<file path="src/rtl/seq_gen.sv">
// Serial pattern generator: latches a WIDTH-bit pattern on start and shifts it out MSB-first,
// reps times with gap idle cycles between repetitions; all outputs registered, one cycle behind the FSM.
module seq_gen #(
  parameter int WIDTH = 4,
  parameter int CNT_W = 8,
  parameter int GAP_W = 4
) (
  input  logic             clk,
  input  logic             rst,
  input  logic             start,
  input  logic [WIDTH-1:0] pat,
  input  logic [CNT_W-1:0] reps,
  input  logic [GAP_W-1:0] gap,
  output logic             ou,
  output logic             ou_vld,
  output logic             last,
  output logic             busy,
  output logic             done
);

  localparam int IW = $clog2(WIDTH);

  typedef enum logic [1:0] {S_IDLE, S_SEND, S_GAP, S_FIN} state_t;

  state_t           state, state_n;
  logic [WIDTH-1:0] pat_q, pat_n;
  logic [WIDTH-1:0] shift, shift_n;
  logic [IW-1:0]    bit_idx, bit_idx_n;
  logic [CNT_W-1:0] rep_left, rep_left_n;
  logic [GAP_W-1:0] gap_val, gap_val_n;
  logic [GAP_W-1:0] gap_cnt, gap_cnt_n;
  logic             ou_n, ou_vld_n, last_n, busy_n, done_n;

  always_ff @(posedge clk) begin
    if (rst) begin
      state    <= S_IDLE;
      pat_q    <= '0;
      shift    <= '0;
      bit_idx  <= '0;
      rep_left <= '0;
      gap_val  <= '0;
      gap_cnt  <= '0;
      ou       <= 1'b0;
      ou_vld   <= 1'b0;
      last     <= 1'b0;
      busy     <= 1'b0;
      done     <= 1'b0;
    end else begin
      state    <= state_n;
      pat_q    <= pat_n;
      shift    <= shift_n;
      bit_idx  <= bit_idx_n;
      rep_left <= rep_left_n;
      gap_val  <= gap_val_n;
      gap_cnt  <= gap_cnt_n;
      ou       <= ou_n;
      ou_vld   <= ou_vld_n;
      last     <= last_n;
      busy     <= busy_n;
      done     <= done_n;
    end
  end

  always_comb begin
    state_n    = state;
    pat_n      = pat_q;
    shift_n    = shift;
    bit_idx_n  = bit_idx;
    rep_left_n = rep_left;
    gap_val_n  = gap_val;
    gap_cnt_n  = gap_cnt;
    ou_n       = 1'b0;
    ou_vld_n   = 1'b0;
    last_n     = 1'b0;
    busy_n     = 1'b0;
    done_n     = 1'b0;
    case (state)
      S_IDLE: begin
        if (start) begin
          pat_n      = pat;
          rep_left_n = reps;
          gap_val_n  = gap;
          if (reps != '0) begin
            shift_n   = pat;
            bit_idx_n = IW'(WIDTH - 1);
            state_n   = S_SEND;
          end else begin
            state_n   = S_FIN;
          end
        end
      end
      S_SEND: begin
        ou_n      = shift[WIDTH-1];
        ou_vld_n  = 1'b1;
        busy_n    = 1'b1;
        last_n    = (bit_idx == '0);
        shift_n   = shift << 1;
        bit_idx_n = bit_idx - 1'b1;
        if (bit_idx == '0) begin
          rep_left_n = (rep_left != '0) ? rep_left - 1'b1 : '0;
          if (rep_left <= CNT_W'(1)) begin
            state_n = S_FIN;
          end else if (gap_val != '0) begin
            gap_cnt_n = gap_val;
            state_n   = S_GAP;
          end else begin
            // back-to-back repetition: reload without a bubble
            shift_n   = pat_q;
            bit_idx_n = IW'(WIDTH - 1);
          end
        end
      end
      S_GAP: begin
        busy_n    = 1'b1;
        gap_cnt_n = gap_cnt - 1'b1;
        if (gap_cnt <= GAP_W'(1)) begin
          shift_n   = pat_q;
          bit_idx_n = IW'(WIDTH - 1);
          state_n   = S_SEND;
        end
      end
      S_FIN: begin
        done_n  = 1'b1;
        state_n = S_IDLE;
      end
      default: state_n = S_IDLE;
    endcase
  end

endmodule

</file>
<file path="config.mk">
export PLATFORM = sky130hd
export DESIGN_NAME = seq_gen
export DESIGN_NICKNAME = d
export VERILOG_FILES = /design/src/rtl/seq_gen.sv
export SDC_FILE = /design/constraint.sdc
export NUM_CORES = 1
export LEC_CHECK = 0
export BUFFER_PORTS_ARGS = -buffer_cell sky130_fd_sc_hd__buf_2
export CAP_MARGIN = 20
export CORE_ASPECT_RATIO = 1.4
export CORE_UTILIZATION = 29
export CTS_CLUSTER_SIZE = 24
export DETAILED_ROUTE_END_ITERATION = 12
export GPL_TIMING_DRIVEN = 0
export PLACE_DENSITY = 0.44
export SYNTH_ARGS = -nofsm -noshare
export SYNTH_HDL_FRONTEND = slang
export SYNTH_SLANG_ARGS = --single-unit
export TNS_END_PERCENT = 50
</file>
<file path="constraint.sdc">
create_clock -name clk -period 2.9 [get_ports clk]
set_input_delay 0.145 -clock clk [delete_from_list [all_inputs] [get_ports clk]]
set_output_delay 0.145 -clock clk [all_outputs]
set_load 0.005 [all_outputs]
</file>
After elaboration in Yosys (flattened, before gate mapping)

Cells that the tools add are included.
Widths: inputs -> output; s select.

Add/subtract/negate cells: 3
Multipliers: 0
Divide/modulo/power cells: 0
Order comparisons: 2
Equality and inequality tests: 10
Shift operators: 0
Multiplexer cells: 32
Bitwise operators: 1
Reduce and logical (&&, ||, !) cells: 15

Operators with widths:

| kind                | number |
|---|---|
| $mux 4              | 9 |
| $mux 2              | 12 |
| $mux 8              | 3 |
| $pmux 8 s2          | 1 |
| $reduce_bool 8->1   | 2 |
| $ne 2x2->1 const B  | 6 |
| $pmux 4 s3          | 1 |
| $reduce_and 4->1    | 3 |
| $le 8x1->1 const B  | 1 |
| $pmux 2 s4          | 1 |
| $pmux 4 s2          | 1 |
| $sub 8x1->8 const B | 1 |
| $pmux 2 s3          | 1 |
| $eq 2x2->1 const B  | 2 |
| $le 4x1->1 const B  | 1 |
| $logic_not 2->1     | 2 |
| $reduce_bool 2->1   | 2 |
| $reduce_bool 4->1   | 1 |
| $reduce_or 2->1     | 2 |
| $sub 4x1->4 const B | 1 |
| $mux 1              | 3 |
| $ne 3x3->1 const B  | 1 |
| $reduce_and 3->1    | 1 |
| $reduce_bool 3->1   | 1 |
| other kinds (4)     | 4 |

Register bits: 33
Bits in latches: 0
RAM bits: 0
Memory bits (read-only): 0
Input port bits: 19
Output and inout port bits: 5
Word-level logic and storage cells: 75
Memories: 0

Logic depth before layout (Yosys ltp)

Gate-level depths: netlist of the first run.

Word-level depth: 5
Depth in mapped cells: 7
Depth with buffers taken out: 6

Least setup slack after synthesis of the first run

No wires, ideal clock.

Path kind: flip-flop to flip-flop
From: reg rep_left[0]
To: reg gap_cnt[0]
Data arrival time: 1.813 ns
Data required time: 2.781 ns
Slack: 0.968 ns
Cell stages (with the launch flop): 7
Path buffers: 0
Period minus slack after synthesis: 1.932 ns
Path through: dfxtp_1 > inv_1 > ha_1 > or2_2 > a311o_2 > and2_1 > o221a_2

Word-level cells in the longest chain between the ends: 3

Ends and longest elaborated chain:

| element                    | RTL line | RTL |
|---|---|---|
| from (decl)                | 29       | `logic [CNT_W-1:0] rep_left, rep_left_n;` |
| from (signal assigned)     | 53       | `rep_left <= rep_left_n;` |
| $le 8x1->1                 | 101      | `if (rep_left <= CNT_W'(1)) begin` |
| $ne 2x2->1 (no line)       | n/a      |  |
| $reduce_and 4->1 (no line) | n/a      |  |
| to (signal assigned)       | 55       | `gap_cnt <= gap_cnt_n;` |
| to (decl)                  | 31       | `logic [GAP_W-1:0] gap_cnt, gap_cnt_n;` |

No other way between the ends.
A chain may end at the register's enable or synchronous reset.

Worst setup path in the final report of the first run

From: reg gap_cnt[0]
To: reg shift[1]

Word-level cells in the longest chain between the ends: 3

Ends and longest elaborated chain:

| element                    | RTL line | RTL |
|---|---|---|
| $le 4x1->1                 | 116      | `if (gap_cnt <= GAP_W'(1)) begin` |
| $ne 2x2->1 (no line)       | n/a      |  |
| $reduce_and 4->1 (no line) | n/a      |  |
| to (signal assigned)       | 51       | `shift <= shift_n;` |
| to (decl)                  | 27       | `logic [WIDTH-1:0] shift, shift_n;` |

No other way between the ends.

==> out/results.env, run 1 <==
FIRST_PASS_ITERS=8
MOSTFREQUENTLAYOUTCELLS='33 x dfxtp_1, 25 x nand2_1, 23 x buf_2'
DIEAREA_UM2=7080
TIMING.FINAL.HOLD_VIOLATIONS=0
SYNTH_WARNINGS=0
LAYOUT-DRIVE-GT1-SHARE_PCT=14.2
MAX_CAP_VIOLATIONS=0
CTS_MAX_PATH_BUFFERS=2
OUTCOME='finished with violations'
TIMING_WORST_SETUP_PATH_TYPE='flip-flop to flip-flop'
SLEW_HEADROOM_PCT=29.6
WORSTPATHMAXFANOUT=7
HPWLAFTERDP_UM=4360
BOUNDARYPINS=24
CRITICAL_PATH_REQUIRED_NS=3.08
NETLIST_INSTANCES=238
WORSTHOLDPATHCELLS=2
LAYOUT_WORST_PATH_CYCLE_SHARE_PCT=76.8
LAYOUT_MIN_CYCLE_TIME_NS=2.23
GRT_USE_TOTAL_PCT=17.3
SYNTH_LARGEST_TYPE_AREA_FRACTION_PCT=33.8
FLOORPLAN.ROWS=35
CTS_BUFS_INSERTED=5
CP-START-KIND='flip-flop'
PEAKVDDDROP_mV=0.366
SYN-NUM-NETS=270
GRT_START_MAX_NET_PINS=11
SYNTHDOMINANTAREACELLTYPE='dfxtp_1'
LAYOUT_COMMONEST_CELL='dfxtp_1'
MIN-DELAY-PATH-CLASS='input port to flip-flop'
INITIAL_CORE_UTIL_PCT=29.8
WORST-ENDPOINT-ARRIVAL_NS=2.40
SETUP_VIOLATIONS=0
CTS.REPORTEDPATHS.CLKPINSLEW_NS=0.07
CTS_POST_SETUP_BUFFERS_INSERTED=0
ROUTE.DETAILED.VIAS_PER_INST=5.52
DIE_H_UM=99.2
GRT_SETUP_UNREPAIRED='no'
FAILED_CHECKS='DRC'
GRT_PASS1_WL_UM=9540
ANTENNA_CELLS=0
SLEW_VIOLATIONS=0
TIMING.CRITICAL_PATH.TO_TYPE='flip-flop'
REG2REG_DEPTH=6
TRITONCTS='yes'
FINAL_NETS=300
IO_BUFFER_COUNT=23
CLK-INSERTION-DELAY-LATE_NS=0.28
POWER-PER-CELL-AREA_nW_PER_UM2=991
FINAL_ANTENNA_NET_COUNT=0
DRT_WL_TOTAL_UM=5720
FIN_SKEW_NS=0.00701
POST_CTS_HOLD_BUFFER_COUNT=0
ROUTE.VIAS.TOTAL=1883
DR.FIRST_ITER.DRC_COUNT=63
POST_SYNTH_INSTANCE_AREA_UM2=1960
AVGSYNTHCELLAREA_UM2=8.22
POST_SYNTH_NUM_CELL_TYPES=45
DIE_WIDTH_UM=71.4
TIMING.SETUP.TNS_NS=0
DRT_DRC_VIOLATIONS_LEFT=1
HOLD_WS_NS=0.0954
TIGHTEST_SLEW_NS=1.05
CTS.ROOT.BUFFER_CELL='clkbuf_8'
POWER_LEAKAGE_nW=0.878
POSTSYNTHREGISTERBITS=33
GRT_PASS1_VIAS=1875
AREA_GROWTH_PCT=14.4
COREAREA_UM2=6570
GP_CONGESTION=0.820
SHARE_OF_SYNTHESIZED_AREA_OCCUPIED_BY_FLIP_FLOPS_AND_LATCHES_PCT=33.8
DETAIL_ROUTE.WL_PER_CELL_UM=16.8
TRITONCTS_NUM_SINKS=33
NUMBER_OF_GATES_RESIZED_AFTER_CTS=0
CTS.HTREE.LEVELS=2
GRT_OVERFLOW=0
INITIAL_ANTENNA_VIOLATION_COUNT=0
NETLIST_TOP_CELLS_AREA='dfxtp_1 34%, ha_1 8.3%, a21oi_1 5.1%, nand2_1 4.8%, nand3_1 3.3%'
MAX_FREQ_GHz=0.449
-- synthesized netlist by cell type --
master and count:
dfxtp_1 33, nand2_1 25, a21oi_1 20, inv_1 17
nor2_1 16, ha_1 13, nand3_1 13, clkbuf_1 8
a31oi_1 7, a221oi_1 6, and3_1 6, o32ai_1 6
and2_1 5, nand2b_1 5, nor2b_1 5, nor3_1 5
a211oi_1 4, a311oi_1 3, nor4_1 3, o21ai_0 3
o311ai_0 3, or3_1 3, a22oi_1 2, a2bb2oi_1 2
a32oi_1 2, nor4b_1 2, o41ai_1 2, or2_2 2
a21o_2 1, a221o_1 1, a311o_2 1, a311oi_4 1
and4_1 1, buf_1 1, nand3b_1 1, nand4b_1 1
o2111ai_1 1, o211ai_1 1, o221a_2 1, o311ai_1 1
o311ai_2 1, o31a_1 1, o31ai_1 1, o41ai_2 1
or4_4 1
-- sequential cells by signal (all words and copies together) (netlist names), 2 cells and up --
name and cells:
bit_idx 2, gap_cnt 4, gap_val 4, pat_q 4, rep_left 8, shift 4, state 2
-- cell families after synthesis --
family / count (synthesis) / synth area share, %
DFF: 33 / 33.8
adders and majority gates: 13 / 8.32
and+or+nand+nor: 94 / 24.5
AOI/OAI and AO/OA: 72 / 28.4
buffers and inverters: 26 / 4.99
-- report_power, final --
group | switching (mW) | internal, mW
registers | 0.116 | 0.587
clock network | 0.162 | 0.158
logic | 0.755 | 0.437
total | 1.03 | 1.18
-- critical path, cell delays in order, from the launching register on --
cell and delay, ns:
dfxtp_1 0.34, inv_1 0.09, ha_1 0.19, nor2_1 0.09
o31ai_1 0.68, nand3_1 0.33, o41ai_1 0.41
-- area by class of cell --
type | count | area, µm²
Clock buffer | 5 | 68.8
Sequential cell | 33 | 661
Timing Repair Buffer | 23 | 115
Tap cell | 74 | 92.6
Fill cell | 725 | 4330
Buffer | 9 | 33.8
Clock inverter | 1 | 5.00
Multi-Input combinational cell | 179 | 1200
Inverter | 17 | 63.8
-- per-stage QoR --
| step | worst slack [ns] | instances | instance area [µm²] | utilization, % | power [mW] |
|---|---|---|---|---|---|
| CTS | 0.642 | 341 | 2240 | 34.1 | 2.23 |
| detailed placement | 0.654 | 335 | 2160 | 32.9 | 1.90 |
| global route | 0.366 | 341 | 2240 | 34.1 | 2.42 |
| floorplan | 0.968 | 238 | 1960 | - | 1.57 |
| global placement | 0.682 | 335 | 2160 | 32.9 | 1.91 |
| finish | 0.672 | 341 | 2240 | 34.1 | 2.22 |
-- routing by layer --
metal	track usage (%)	part of all wire, %	up-vias
met5	0	0	-
met1	21.3	45	886
met3	2.53	2.9	6
met4	4.15	1.0	0
li1	-	-	956
met2	31.3	51	35
-- worst paths after layout --
path         slack [ns]  endpoint  startpoint
max                0.67  shift[1]  gap_cnt[0]
min                 0.1  shift[1]         rst
max reg2reg        0.67  shift[1]  gap_cnt[0]
min reg2reg        0.48        ou    shift[3]
Note: power is estimated with default switching activity, not from simulation.
==> run 2: changes to the inputs <==
--- a/config.mk
+++ b/config.mk
@@ -12,7 +12,7 @@
 export CTS_CLUSTER_SIZE = 24
 export DETAILED_ROUTE_END_ITERATION = 12
 export GPL_TIMING_DRIVEN = 0
-export PLACE_DENSITY = 0.44
+export PLACE_DENSITY = 0.45
 export SYNTH_ARGS = -nofsm -noshare
 export SYNTH_HDL_FRONTEND = slang
 export SYNTH_SLANG_ARGS = --single-unit
==> constraint.sdc (replaced) <==
create_clock -name clk -period 1.9 [get_ports clk]
set_input_delay 0.095 -clock clk [delete_from_list [all_inputs] [get_ports clk]]
set_output_delay 0.095 -clock clk [all_outputs]
set_load 0.005 [all_outputs]
==> run 2 against run 1 <==
Utilization up 2.6 points. Maximum frequency up 20%. Sequential share of layout area down 1.9 points. Die area unchanged. Total power up 67%. Via count up 3.0%. Setup slack worse by 0.62 ns. The flow still finishes with violations (DRC). Non-clock buffer count up 2. Clock power up 61%. Combinational power up 74%. Cell count up 1.2%.
==> out/results.env, run 2 (same netlist as run 1, synthesis figures left out) <==
OUTCOME='finished with violations'
FAILED_CHECKS='DRC'
TIMING.SETUP.TNS_NS=0
CTS.HTREE.LEVELS=2
INITIAL_CORE_UTIL_PCT=29.8
SLEW_VIOLATIONS=0
LAYOUT-DRIVE-GT1-SHARE_PCT=25.1
FINAL_NETS=302
FINAL_DESIGN_AREA_NO_FILL_UM2=2410
IO_BUFFER_COUNT=23
LAYOUT_MIN_CYCLE_TIME_NS=1.85
POWER-PER-CELL-AREA_nW_PER_UM2=1540
DRT_DRC_VIOLATIONS_LEFT=3
NUM-FILL-CELLS=712
CTS_MAX_PATH_BUFFERS=2
POWER.NET_SWITCHING_mW=1.73
TRITONCTS='yes'
ANTENNA_CELLS=0
P_SEQ_SHARE_PCT=30.1
CLK-INSERTION-DELAY-LATE_NS=0.28
GRT_USE_TOTAL_PCT=17.0
POST-PLACE-WS_NS=-0.278
SWITCHING_SHARE_PCT=46.8
LARGEST_REGISTER_FFS=8
DR.FIRST_ITER.DRC_COUNT=80
INITIAL_ANTENNA_VIOLATION_COUNT=0
ROUTE.VIAS.TOTAL=1940
SLEW_HEADROOM_PCT=53.4
SEQUENTIAL_CELL_AREA_UM2=667
CTS_BUFS_INSERTED=5
GP_CONGESTION=0.825
TIMING.FINAL.HOLD_VIOLATIONS=0
CRITICAL_PATH_REQUIRED_NS=2.09
UTILIZATION_PCT=36.7
LARGEST_REGISTER='rep_left'
GRT_OVERFLOW=0
POST_CTS_HOLD_BUFFER_COUNT=0
PLACED_AREA_UM2=2170
COREAREA_UM2=6570
PART_OF_THE_TOTAL_POWER_DISSIPATED_IN_COMBINATIONAL_LOGIC_PCT=56.0
DIE_H_UM=99.2
FINAL.SETUP.WORST_SLACK_NS=0.0468
DIE_WIDTH_UM=71.4
GRT_PASS1_WL_UM=9360
TIGHTEST_SLEW_NS=0.699
WORST-ENDPOINT-ARRIVAL_NS=2.04
MOSTFREQUENTLAYOUTCELLS='30 x dfxtp_1, 25 x nand2_1, 23 x buf_2'
AREA_GROWTH_PCT=23.2
TIMING_WORST_SETUP_PATH_TYPE='flip-flop to flip-flop'
WORSTPATHMAXFANOUT=5
CP-START-KIND='flip-flop'
HPWLAFTERDP_UM=4330
GRT_START_MAX_NET_PINS=11
LAYOUT_COMMONEST_CELL='dfxtp_1'
LAYOUT_WORST_PATH_CYCLE_SHARE_PCT=97.5
FIN_SKEW_NS=0.00553
DRT_WL_TOTAL_UM=5900
CTS.REPORTEDPATHS.CLKPINSLEW_NS=0.07
TRITONCTS_NUM_SINKS=33
POWER_LEAKAGE_nW=0.947
ROUTE.DETAILED.VIAS_PER_INST=5.62
MAX_FREQ_GHz=0.540
PEAKVDDDROP_mV=0.658
GRT_PASS1_VIAS=1929
FINISH.CELL_COUNT_WITHOUT_FILLERS=345
INTERNAL_POWER_mW=1.97
MULTI_INPUT_COMB_AREA_UM2=1330
DETAIL_ROUTE.WL_PER_CELL_UM=17.1
CTS.ROOT.BUFFER_CELL='clkbuf_8'
BOUNDARYPINS=24
DIEAREA_UM2=7080
CLOCK_POWER_SHARE_PCT=13.9
TIMING.CRITICAL_PATH.TO_TYPE='flip-flop'
DPL.CELL_COUNT=335
FINAL_ANTENNA_NET_COUNT=0
MAX_CAP_VIOLATIONS=0
GRT_SETUP_UNREPAIRED='yes'
FIRST_PASS_ITERS=10
MIN-DELAY-PATH-CLASS='input port to flip-flop'
FLOORPLAN.ROWS=35
HOLD_WS_NS=0.0522
SETUP_VIOLATIONS=0
POWER_mW=3.70
-- run 2: power groups by stage --
stage	Sequential, mW	Clock (mW)	Combinational [mW]
2_1_floorplan	1.04	0	1.35
3_3_place_gp	1.09	0	1.82
3_5_place_dp	1.09	0	1.80
4_1_cts	1.10	0.540	1.91
5_1_grt	1.15	0.553	2.27
6_report	1.12	0.515	2.07
-- run 2: path summary, 6_finish.rpt --
check	start	endpoint	slack (ns)	depth (start not counted)
hold / removal	rst	shift[1]	0.05	2
setup reg to reg	rep_left[1]	gap_cnt[2]	0.05	6
setup / recovery	rep_left[1]	gap_cnt[2]	0.05	6
hold reg to reg	shift[3]	ou	0.48	1
-- run 2: repair_timing --
action	in CTS	in global routing
pin swaps	2	3
endpoints found under the setup margin	19	20
buffers inserted	2	0
resized for setup	18	18
-- run 2: final cells by class --
class	count	area share [%]
multi-input combinational	179	55.3
clock inverter	2	0.415
buffer	9	1.71
tap	74	3.84
clock buffer	6	3.01
inverter	17	2.65
sequential	33	27.7
timing repair buffer	25	5.40
-- run 2: per-layer routing --
| layer | GRT usage [%] | up-vias | wire, µm |
|---|---|---|---|
| li1 | - | 957 | - |
| met1 | 19.5 | 936 | 2480 |
| met3 | 2.63 | 5 | 152 |
| met5 | 0 | - | 0 |
| met2 | 32.1 | 42 | 3200 |
| met4 | 4.62 | 0 | 67 |
-- run 2: worst max-delay path, cell delays in order, from the launching register on --
cell	delay, ns
dfxtp_2	0.36
inv_2	0.07
ha_1	0.20
or2_4	0.28
a311o_2	0.42
and2_1	0.19
o32ai_1	0.25
